--- src/rtl/ram8.sv ---
// ram8: eight-word bank of WIDTH-bit load-enabled registers.
// A 1-of-8 decoder steers the load strobe to the addressed word.
// An 8-way multiplexer returns the addressed word combinationally.
// Reset is synchronous and active-high, and it wins over a same-edge write.

// One storage word: holds its value unless loaded, clears on reset.
module ram8_word #(
  parameter int WIDTH = 16
) (
  input  logic             i_clk,
  input  logic             i_reset,
  input  logic             i_load,
  input  logic [WIDTH-1:0] i_d,
  output logic [WIDTH-1:0] o_q
);

  logic [WIDTH-1:0] r_q;

  // Word storage: reset clears, load captures, otherwise hold.
  always_ff @(posedge i_clk) begin
    if (i_reset) begin
      r_q <= {WIDTH{1'b0}};
    end else if (i_load) begin
      r_q <= i_d;
    end else begin
      r_q <= r_q;
    end
  end

  assign o_q = r_q;

endmodule

module ram8 #(
  parameter int WIDTH = 16,
  parameter int DEPTH = 8
) (
  input  logic             clk,
  input  logic             reset,
  input  logic             load,
  input  logic [2:0]       address,
  input  logic [WIDTH-1:0] in,
  output logic [WIDTH-1:0] out
);

  // One-hot load decode of a 3-bit address; zero vector when load is low.
  function automatic logic [7:0] load_decode(input logic i_en, input logic [2:0] i_addr);
    logic [7:0] v_sel;
    v_sel = 8'h00;
    case (i_addr)
      3'd0:    v_sel = 8'b0000_0001;
      3'd1:    v_sel = 8'b0000_0010;
      3'd2:    v_sel = 8'b0000_0100;
      3'd3:    v_sel = 8'b0000_1000;
      3'd4:    v_sel = 8'b0001_0000;
      3'd5:    v_sel = 8'b0010_0000;
      3'd6:    v_sel = 8'b0100_0000;
      3'd7:    v_sel = 8'b1000_0000;
      default: v_sel = 8'h00;
    endcase
    if (i_en) begin
      return v_sel;
    end else begin
      return 8'h00;
    end
  endfunction

  logic [7:0]       w_load_dec;
  logic [WIDTH-1:0] w_word_q [DEPTH];

  // Load strobe steering: at most one word sees load in any cycle.
  always_comb begin
    w_load_dec = 8'h00;
    w_load_dec = load_decode(load, address);
  end

  // Storage array: one register instance per word, all sharing write data.
  for (genvar k = 0; k < DEPTH; k++) begin : g_word
    ram8_word #(
      .WIDTH (WIDTH)
    ) u_word (
      .i_clk   (clk),
      .i_reset (reset),
      .i_load  (w_load_dec[k]),
      .i_d     (in),
      .o_q     (w_word_q[k])
    );
  end

  // Read multiplexer: zero-latency read of the addressed word, no write-through.
  always_comb begin
    out = {WIDTH{1'b0}};
    case (address)
      3'd0:    out = w_word_q[0];
      3'd1:    out = w_word_q[1];
      3'd2:    out = w_word_q[2];
      3'd3:    out = w_word_q[3];
      3'd4:    out = w_word_q[4];
      3'd5:    out = w_word_q[5];
      3'd6:    out = w_word_q[6];
      3'd7:    out = w_word_q[7];
      default: out = {WIDTH{1'b0}};
    endcase
  end

endmodule

--- config.mk ---
export PLATFORM = sky130hd
export DESIGN_NAME = ram8
export DESIGN_NICKNAME = d
export VERILOG_FILES = /design/src/rtl/ram8.sv
export SDC_FILE = /design/constraint.sdc
export NUM_CORES = 1
export LEC_CHECK = 0
export CAP_MARGIN = 5
export CORE_ASPECT_RATIO = 1.25
export CORE_UTILIZATION = 50
export CTS_BUF_LIST = sky130_fd_sc_hd__clkbuf_8
export CTS_CLUSTER_SIZE = 12
export DETAILED_ROUTE_END_ITERATION = 8
export PLACE_DENSITY_LB_ADDON = 0.25
export SYNTH_ARGS = -nofsm -noshare
export SYNTH_HDL_FRONTEND = slang
export SYNTH_SLANG_ARGS = --single-unit
export TNS_END_PERCENT = 1
--- constraint.sdc ---
create_clock -name clk -period 1.7 [get_ports clk]
set_input_delay 0.255 -clock clk [delete_from_list [all_inputs] [get_ports clk]]
set_output_delay 0.255 -clock clk [all_outputs]
set_load 0.02 [all_outputs]
==> out/qor.txt, run 1 <==
Status: finished with violations
Violated checks: setup timing
Tightest Hold Check Type: input port to flip-flop
Worst-Skew Late Latency: 0.44 ns
Initial core utilization: 52.1%
CTS tree: yes
Share of cells above drive strength 1: 25.7%
Final worst path period share: 113%
Commonest non-fill, non-tap cells in the layout: 261 x nand2_1, 128 x a21oi_1, 116 x dfxtp_1, 63 x buf_4, 30 x mux4_2
LEAKAGE: 2.49 nW
Fin worst setup slack: -0.220 ns
PwrDens: 970 nW/um2
Mux cell area share after synthesis: 15.3%
GR Overflow Total: 0
RSZ-0062 raised after global routing: yes
Die Span Y: 120 um
Compound-Gate Fraction of Synth Area: 12.1%
Critical Path Sink Type: output pin
Synthesized instance count: 651
Sequential-to-total area share from yosys stat: 45.9%
Worst R2R Path Depth: 3
Number of global-route vias before repair: 4889
Final Power: 6.68 mW
Via count: 4942
Synthesis-to-finish area growth: 23.4%
Reg clk slew, reported paths: 0.07 ns
Hold Startpoint: reset
Die X: 96.5 um
Clock Path Buffers: 2
Core area: 10700 um2
Final slew viol count: 0
Reg2reg start: g_word[6].u_word.o_q[15]
Max VDD drop: 763 uV
Initial antenna violation count: 0
Placement Rows: 42
Hold Buf Count CTS: 0
CTS resizes: 90
Primary FF master, synth: dfxtp_1
Simple-gate share of the synthesized area: 21.2%
Hold depth: 2
CP Data Arrival Time: 1.67 ns
Syn Nets: 673
Global-route usage over all layers: 29.5%
Number of nets with antenna violations after routing: 0
Mapped Area: 5580 um2
Synth warn: 0
Leading cell type in the layout, fill and taps excluded: nand2_1
RePlAce Congestion: 0.828
Slew HR: 73.1%
Largest family of logic cells by synthesized area: simple AND/OR/NAND/NOR gates
Root Driver: clkbuf_8
Post-CTS setup buffers: 0
Largest net degree at the start of global routing: 65
Synth cell types: 26
Achievable clock frequency: 521 MHz
CTS buffer count: 17
DRC: 0
Setup CP Type: flip-flop to output pin
FF+latch count, synth: 128
Max FO, Critical Path: 2
Post-synth EDFFs: 0
Final setup viols: 16
Critical Path RT: 1.44 ns
Fin crit period: 1.92 ns
Max reg flops: 128
HPWL after DPL: 10600 um
Setup slack, reg-to-reg: 1.02 ns
Worst Skew: 0 ns
Max Cap Violations: 0
Die area: 11600 um2
Antenna Cells: 0
Number of port buffers: 37
Hold Crit Endpoint: g_word[6].u_word.o_q[11]
Fin nets: 738
TritonRoute pass-1 iters: 6
IO Count: 38
Detailed Route Iter0 Violations: 384
Final hold vios: 0
RR Endpoint: g_word[6].u_word.o_q[15]
XOR/XNOR share of the synthesized area: 0%
WL final: 15600 um
Clock Sinks: 128
Setup TNS: -3.21 ns
DR WL/cell: 18.1 um
Worst Tran Pin Value: 0.402 ns
DR vias/cell: 5.74
First-pass GRT wire length: 24900 um
Async set-reset flop share out of synthesis: 0%
Mean Syn Cell Area: 8.57 um2
Post-synthesis adder-cell area fraction: 0%
H-tree levels: 4
CP Launch Type: flip-flop
worst max path at each step:
| stage | start | to | slack, ns | depth (start not counted) |
|---|---|---|---|---|
| 3_5_place_dp | address[0] | out[11] | -0.59 | 5 |
| 3_3_place_gp | address[0] | out[11] | -0.56 | 5 |
| 6_report | g_word[6].u_word.o_q[7] | out[7] | -0.22 | 3 |
| 5_1_grt | g_word[5].u_word.o_q[11] | out[11] | -0.26 | 3 |
| 4_1_cts | g_word[6].u_word.o_q[7] | out[7] | -0.24 | 3 |
| 2_1_floorplan | address[2] | out[9] | 0.02 | 5 |
kinds of logic after synthesis:
logic type / count (synthesis)
buffers and inverters: 59
flip-flops: 128
AO/OA/AOI/OAI: 132
multiplexers: 46
AND/OR/NAND/NOR: 286
per-layer routing:
layer	GRT usage (%)	share of wire, %	up-vias
met5	0	0	-
met4	16.7	4.0	0
met3	6.91	7.7	54
met2	47.2	49	201
met1	35.9	39	2381
li1	-	-	2306
cell usage after synthesis (3+ instances only):
master | instances | area [um2]
mux2_2 | 16 | 180
nand2b_1 | 3 | 18.8
nor2_4 | 4 | 45.0
a21oi_1 | 128 | 641
nand2_1 | 261 | 980
mux4_2 | 30 | 676
buf_2 | 27 | 135
dfxtp_1 | 128 | 2560
buf_6 | 4 | 45.0
buf_4 | 6 | 45.0
clkbuf_1 | 21 | 78.8
nand3_1 | 4 | 20.0
worst max-delay path, cell delays in order (launching register included):
cell and delay (ns):
dfxtp_2 0.32, mux4_2 0.46, mux2_4 0.31, buf_6 0.14
area by class of cell:
class	count	area [um2]
Clock buffer	22	303
Clock inverter	10	156
Fill cell	921	3830
Inverter	1	3.75
Multi-Input combinational cell	464	2750
Sequential cell	128	2580
Tap cell	132	165
Timing Repair Buffer	104	933
per-stage QoR:
stage / setup slack [ns] / util, % / cells / area (um2) / hold slack (ns)
finish: -0.220 / 64.2 / 861 / 6890 / 0.200
global route: -0.264 / 64.2 / 861 / 6890 / 0.202
CTS: -0.242 / 64.1 / 861 / 6870 / 0.182
detailed placement: -0.588 / 59.7 / 829 / 6400 / 0.446
global placement: -0.564 / 59.7 / 829 / 6400 / 0.439
floorplan: 0.0166 / - / 651 / 5580 / 0.432
where the power goes:
group	switching (mW)	total, mW	leakage [nW]	internal [mW]
clock network	1.18	2.97	0.228	1.78
registers	0.0320	3.09	1.04	3.06
logic	0.349	0.617	1.22	0.268
total	1.56	6.68	2.49	5.11
No activity file was read; power rests on OpenSTA's default activity.
==> run 2: changes to the inputs <==
--- a/config.mk
+++ b/config.mk
@@ -12,6 +12,7 @@
 export CTS_CLUSTER_SIZE = 12
 export DETAILED_ROUTE_END_ITERATION = 8
 export PLACE_DENSITY_LB_ADDON = 0.25
+export SKIP_CTS_REPAIR_TIMING = 1
 export SYNTH_ARGS = -nofsm -noshare
 export SYNTH_HDL_FRONTEND = slang
 export SYNTH_SLANG_ARGS = --single-unit
==> run 2 against run 1 <==
  * The run still ends with setup timing left
  * Critical path depth stayed put
  * Sequential share of layout area hardly changed
  * Die area stayed put
  * Via count is 0.20% lower
  * Wire length is 0.42% lower
  * Sequential cell count stayed put
  * Non-clock buffer count stayed put
  * Power is 0.20% lower
  * Final area hardly changed
  * Clock skew stayed put
  * Combinational power hardly changed
  * Critical path type unchanged
  * Critical endpoint unchanged
  * Largest cell class unchanged
  * Largest power group unchanged
==> out/qor.txt, run 2 (synthesized netlist as in run 1, its figures left out) <==
Via count: 4932 (-0.20%)
Max FO, Critical Path: 2 (unchanged)
Delay-heaviest family, CP: multiplexers
IO Count: 38 (unchanged)
GR Util met2: 47.9% (+0.66 points)
DR vias/cell: 5.73 (-0.20%)
M3 GR Usage: 6.40% (-0.51 points)
Critical Path Sink Type: output pin
Leading cell type in the layout, fill and taps excluded: nand2_1
Critical Path RT: 1.44 ns (about the same)
CP Data Arrival Time: 1.66 ns (about the same)
Clock Path Buffers: 2 (unchanged)
GR Overflow Total: 0 (unchanged)
Fin crit period: 1.92 ns (-0.000373 ns)
Final instance area: 6880 um2 (about the same)
Max reg flops: 128 (unchanged)
Hold WS: 0.204 ns (+0.00409 ns)
WL final: 15500 um (-0.42%)
Die X: 96.5 um (unchanged)
Die area: 11600 um2 (unchanged)
Slew HR: 73.3% (+0.16 points)
Status: finished with violations
Global-route usage over all layers: 29.4% (-0.16 points)
Placement Rows: 42 (unchanged)
Final worst path period share: 113% (about the same)
HPWL after DPL: 10600 um (unchanged)
Tightest Hold Check Type: input port to flip-flop
Worst Skew: 0 ns (unchanged)
RSZ-0062 raised after global routing: yes
GR peak layer: met2
Max stage delay on crit path: 0.46 ns (about the same)
Synthesis-to-finish area growth: 23.3% (about the same)
CTS tree: yes
Violated checks: setup timing
Final hold vios: 0 (unchanged)
DP Area: 6400 um2 (unchanged)
Number of nets with antenna violations after routing: 0 (unchanged)
Core area: 10700 um2 (unchanged)
GRT met1 Usage: 36.0% (+0.082 points)
DRC: 0 (unchanged)
PwrDens: 968 nW/um2 (-0.16%)
Reg clk slew, reported paths: 0.07 ns (about the same)
Max VDD drop: 763 uV (about the same)
TritonRoute pass-1 iters: 5 (-1)
Achievable clock frequency: 521 MHz (about the same)
Final Power: 6.66 mW (-0.20%)
RePlAce Congestion: 0.828 (unchanged)
LEAKAGE: 2.49 nW (-0.15%)
Worst-Skew Late Latency: 0.43 ns (about the same)
CP Launch Type: flip-flop
DR WL/cell: 18.0 um (-0.42%)
Largest net degree at the start of global routing: 65 (unchanged)
First-pass GRT wire length: 24800 um (-0.55%)
CP max stage cell: mux4_2
Detailed Route Iter0 Violations: 421 (+9.6%)
Worst path cell trace: mux4_2 -> mux2_4 -> buf_6
Clock Sinks: 128 (unchanged)
Setup TNS: -3.12 ns (+0.0912 ns)
Number of global-route vias before repair: 4848 (-0.84%)
WP buf/inv: 1 (unchanged)
Fin worst setup slack: -0.220 ns (+0.000373 ns)
Antenna Cells: 0 (unchanged)
Initial antenna violation count: 0 (unchanged)
Initial core utilization: 52.1% (unchanged)
Worst Tran Pin Value: 0.400 ns (-0.00242 ns)
Root Driver: clkbuf_8
CTS buffer count: 17 (unchanged)
H-tree levels: 4 (unchanged)
Fin nets: 738 (unchanged)
Commonest non-fill, non-tap cells in the layout: 261 x nand2_1, 128 x a21oi_1, 118 x dfxtp_1, 62 x buf_4, 30 x mux4_2
Die Span Y: 120 um (unchanged)
Setup CP Type: flip-flop to output pin
Final slew viol count: 0 (unchanged)
Final setup viols: 16 (unchanged)
Max Cap Violations: 0 (unchanged)
Share of cells above drive strength 1: 25.4% (-0.27 points)
Number of port buffers: 37 (unchanged)
-- run 2: layer usage --
layer / vias to the layer above / wire length, um
li1: 2304 / -
met1: 2381 / 5970
met2: 205 / 7770
met3: 42 / 1270
met4: 0 / 507
met5: - / 0
-- run 2: final cells by class --
type | instances | area (um2)
well taps | 132 | 165
clock inverters | 10 | 156
multi-input cells | 464 | 2750
repair buffers | 104 | 933
clock buffers | 22 | 303
inverters | 1 | 3.75
flip-flops and latches | 128 | 2570
fillers | 922 | 3840
-- run 2: path summary, 6_finish.rpt --
path / startpoint / end / slack (ns) / cells after the start
worst max-delay path: g_word[6].u_word.o_q[7] / out[7] / -0.22 / 3
worst min-delay path: reset / g_word[6].u_word.o_q[11] / 0.20 / 2
worst max register to register: g_word[7].u_word.o_q[15] / g_word[7].u_word.o_q[15] / 1.02 / 3
worst min register to register: g_word[5].u_word.o_q[8] / g_word[5].u_word.o_q[8] / 0.45 / 2
-- run 2: power breakdown --
group	total [mW]	leakage, nW	internal, mW	switching, mW
combinational	0.616	1.22	0.268	0.348
sequential	3.09	1.04	3.06	0.0321
clock	2.95	0.228	1.78	1.17
total	6.66	2.49	5.11	1.55
-- run 2: through the flow --
stage                     utilization (%)  setup WS, ns  instances
after floorplan                         -        0.0166        651
after global placement               59.7        -0.564        829
after detailed placement             59.7        -0.588        829
after CTS                            64.0        -0.651        861
after global routing                 64.2        -0.262        861
final                                64.2        -0.220        861
==> run 3: changes to the inputs <==
--- a/config.mk
+++ b/config.mk
@@ -7,7 +7,7 @@
 export LEC_CHECK = 0
 export CAP_MARGIN = 5
 export CORE_ASPECT_RATIO = 1.25
-export CORE_UTILIZATION = 50
+export CORE_UTILIZATION = 30
 export CTS_BUF_LIST = sky130_fd_sc_hd__clkbuf_8
 export CTS_CLUSTER_SIZE = 12
 export DETAILED_ROUTE_END_ITERATION = 8
==> run 3 against run 2 <==
  * The flow still finishes with violations (setup timing)
  * Critical path depth unchanged
  * Sequential share of layout area is essentially flat
  * Clock-buffer cell count shrank 1
  * Final area is 0.29% lower
  * Global-route usage shrank 11 points
  * Register-to-register slack worse by 0.02 ns
  * Clock skew stayed put
==> out/qor.txt, run 3 (synthesized netlist as in run 1, its figures left out) <==
Detailed Route Iter0 Violations: 335 (-20%)
Final slew viol count: 0 (unchanged)
First-pass GRT wire length: 26400 um (+6.3%)
Pint: 4.60 mW (-10%)
Reg power frac: 50.6% (+4.2 points)
Pre-CTS setup slack: -0.607 ns (-0.0191 ns)
Initial core utilization: 30.7% (-21 points)
Slew HR: 34.7% (-39 points)
Number of global-route vias before repair: 4763 (-1.8%)
Max reg flops: 128 (unchanged)
Psw: 1.51 mW (-2.4%)
CP Data Arrival Time: 1.70 ns (+0.04 ns)
RSZ-0062 raised after global routing: yes
Max Cap Violations: 0 (unchanged)
Antenna Cells: 0 (unchanged)
Synthesis-to-finish area growth: 23.0%
Fin crit period: 1.95 ns (+0.0312 ns)
Via count: 4762 (-3.4%)
Setup TNS: -3.45 ns (-0.324 ns)
Clock power share: 39.2% (-5.1 points)
DR WL/cell: 17.7 um (-1.6%)
Reg clk slew, reported paths: 0.07 ns (about the same)
WL final: 16900 um (+9.1%)
Status: finished with violations
Placement Rows: 55 (+31%)
Sw frac: 24.8% (+1.5 points)
HPWL after DPL: 11500 um (+8.3%)
Number of port buffers: 37 (unchanged)
DRC: 0 (unchanged)
Combinational share of power: 10.2% (+1.0 points)
Setup CP Type: flip-flop to output pin
Commonest non-fill, non-tap cells in the layout: 261 x nand2_1, 128 x a21oi_1, 122 x dfxtp_1, 59 x buf_4, 30 x mux4_2
Worst-Skew Late Latency: 0.45 ns (+0.02 ns)
Leading cell type in the layout, fill and taps excluded: nand2_1
CTS tree: yes
Final instance area: 6860 um2 (-0.29%)
Achievable clock frequency: 513 MHz (-1.6%)
Hold WS: 0.220 ns (+0.0157 ns)
RePlAce Congestion: 0.782 (-5.5%)
Critical Path Sink Type: output pin
Global-route usage over all layers: 18.7% (-11 points)
Clock Sinks: 128 (unchanged)
Core area: 18200 um2 (+69%)
PwrDens: 891 nW/um2 (-8.0%)
Clock Path Buffers: 2 (unchanged)
DR vias/cell: 4.99 (-13%)
Worst Tran Pin Value: 0.977 ns (+0.577 ns)
Final Non-Filler Cells: 955 (+11%)
Die Span Y: 155 um (+29%)
Fillers: 1884 (+100%)
Violated checks: setup timing
Tightest Hold Check Type: input port to flip-flop
Final setup viols: 16 (unchanged)
Max FO, Critical Path: 2 (unchanged)
Dpl cells: 923 (+11%)
Fin nets: 736 (-0.27%)
Final core utilization: 37.8% (-26 points)
Final Power: 6.11 mW (-8.3%)
Critical Path RT: 1.44 ns (about the same)
H-tree levels: 4 (unchanged)
Initial antenna violation count: 0 (unchanged)
Die area: 19200 um2 (+65%)
IO Count: 38 (unchanged)
LEAKAGE: 2.45 nW (-1.5%)
DP Area: 6500 um2 (+1.6%)
Final hold vios: 0 (unchanged)
Final worst path period share: 115% (+1.8 points)
CTS buffer count: 17 (unchanged)
CP Launch Type: flip-flop
Largest net degree at the start of global routing: 51 (-22%)
TritonRoute pass-1 iters: 5 (unchanged)
GR Overflow Total: 0 (unchanged)
Max VDD drop: 482 uV (-37%)
Root Driver: clkbuf_8
Worst Skew: 0 ns (unchanged)
Die X: 124 um (+28%)
Fin worst setup slack: -0.251 ns (-0.0312 ns)
Number of nets with antenna violations after routing: 0 (unchanged)
Share of cells above drive strength 1: 24.2% (-1.2 points)
-- run 3: cell types whose count changed in the layout (fill, tap and decap cells not counted), moves of 2 or more --
cell	previous run	this run
bufinv_16	4	1
inv_1	2	6
buf_4	62	59
buf_2	5	7
mux2_2	8	11
dfxtp_1	118	122
mux2_4	8	5
clkinvlp_4	3	0
clkinv_2	2	5
dfxtp_2	10	6
buf_6	8	6
-- run 3: metal layers --
metal  global-route usage (%)  wire length (um)  part of all wire, %
met1                     21.6              6700                   40
met5                        0                 0                    0
met3                     3.76               858                  5.1
met2                     33.3              9050                   53
met4                     7.31               321                  1.9
-- run 3: critical path, stage by stage (launching register included) --
cell and delay, ns:
dfxtp_2 0.32, mux4_2 0.50, mux2_4 0.30, buf_6 0.13
-- run 3: power groups by stage --
stage	Combinational (mW)	Sequential [mW]	Clock, mW
after floorplan	0.366	3.15	0
after global placement	0.613	3.16	0
after detailed placement	0.624	3.16	0
after CTS	0.626	3.09	2.45
after global routing	0.668	3.10	2.61
final	0.622	3.09	2.40
-- run 3: area by class of cell --
type / instances / area (um2) / share of cell area (%)
clock buffers: 21 / 289 / 4.21
clock inverters: 11 / 73.8 / 1.08
inverters: 1 / 3.75 / 0.0547
multi-input cells: 464 / 2740 / 39.9
flip-flops and latches: 128 / 2570 / 37.4
well taps: 228 / 285 / 4.16
repair buffers: 102 / 903 / 13.2
-- run 3: path summary, 6_finish.rpt --
path	cells after the start	slack [ns]	from	endpoint
max	3	-0.25	g_word[6].u_word.o_q[8]	out[8]
min	2	0.22	reset	g_word[3].u_word.o_q[9]
max reg2reg	3	1.00	g_word[6].u_word.o_q[15]	g_word[6].u_word.o_q[15]
min reg2reg	2	0.45	g_word[6].u_word.o_q[7]	g_word[6].u_word.o_q[7]
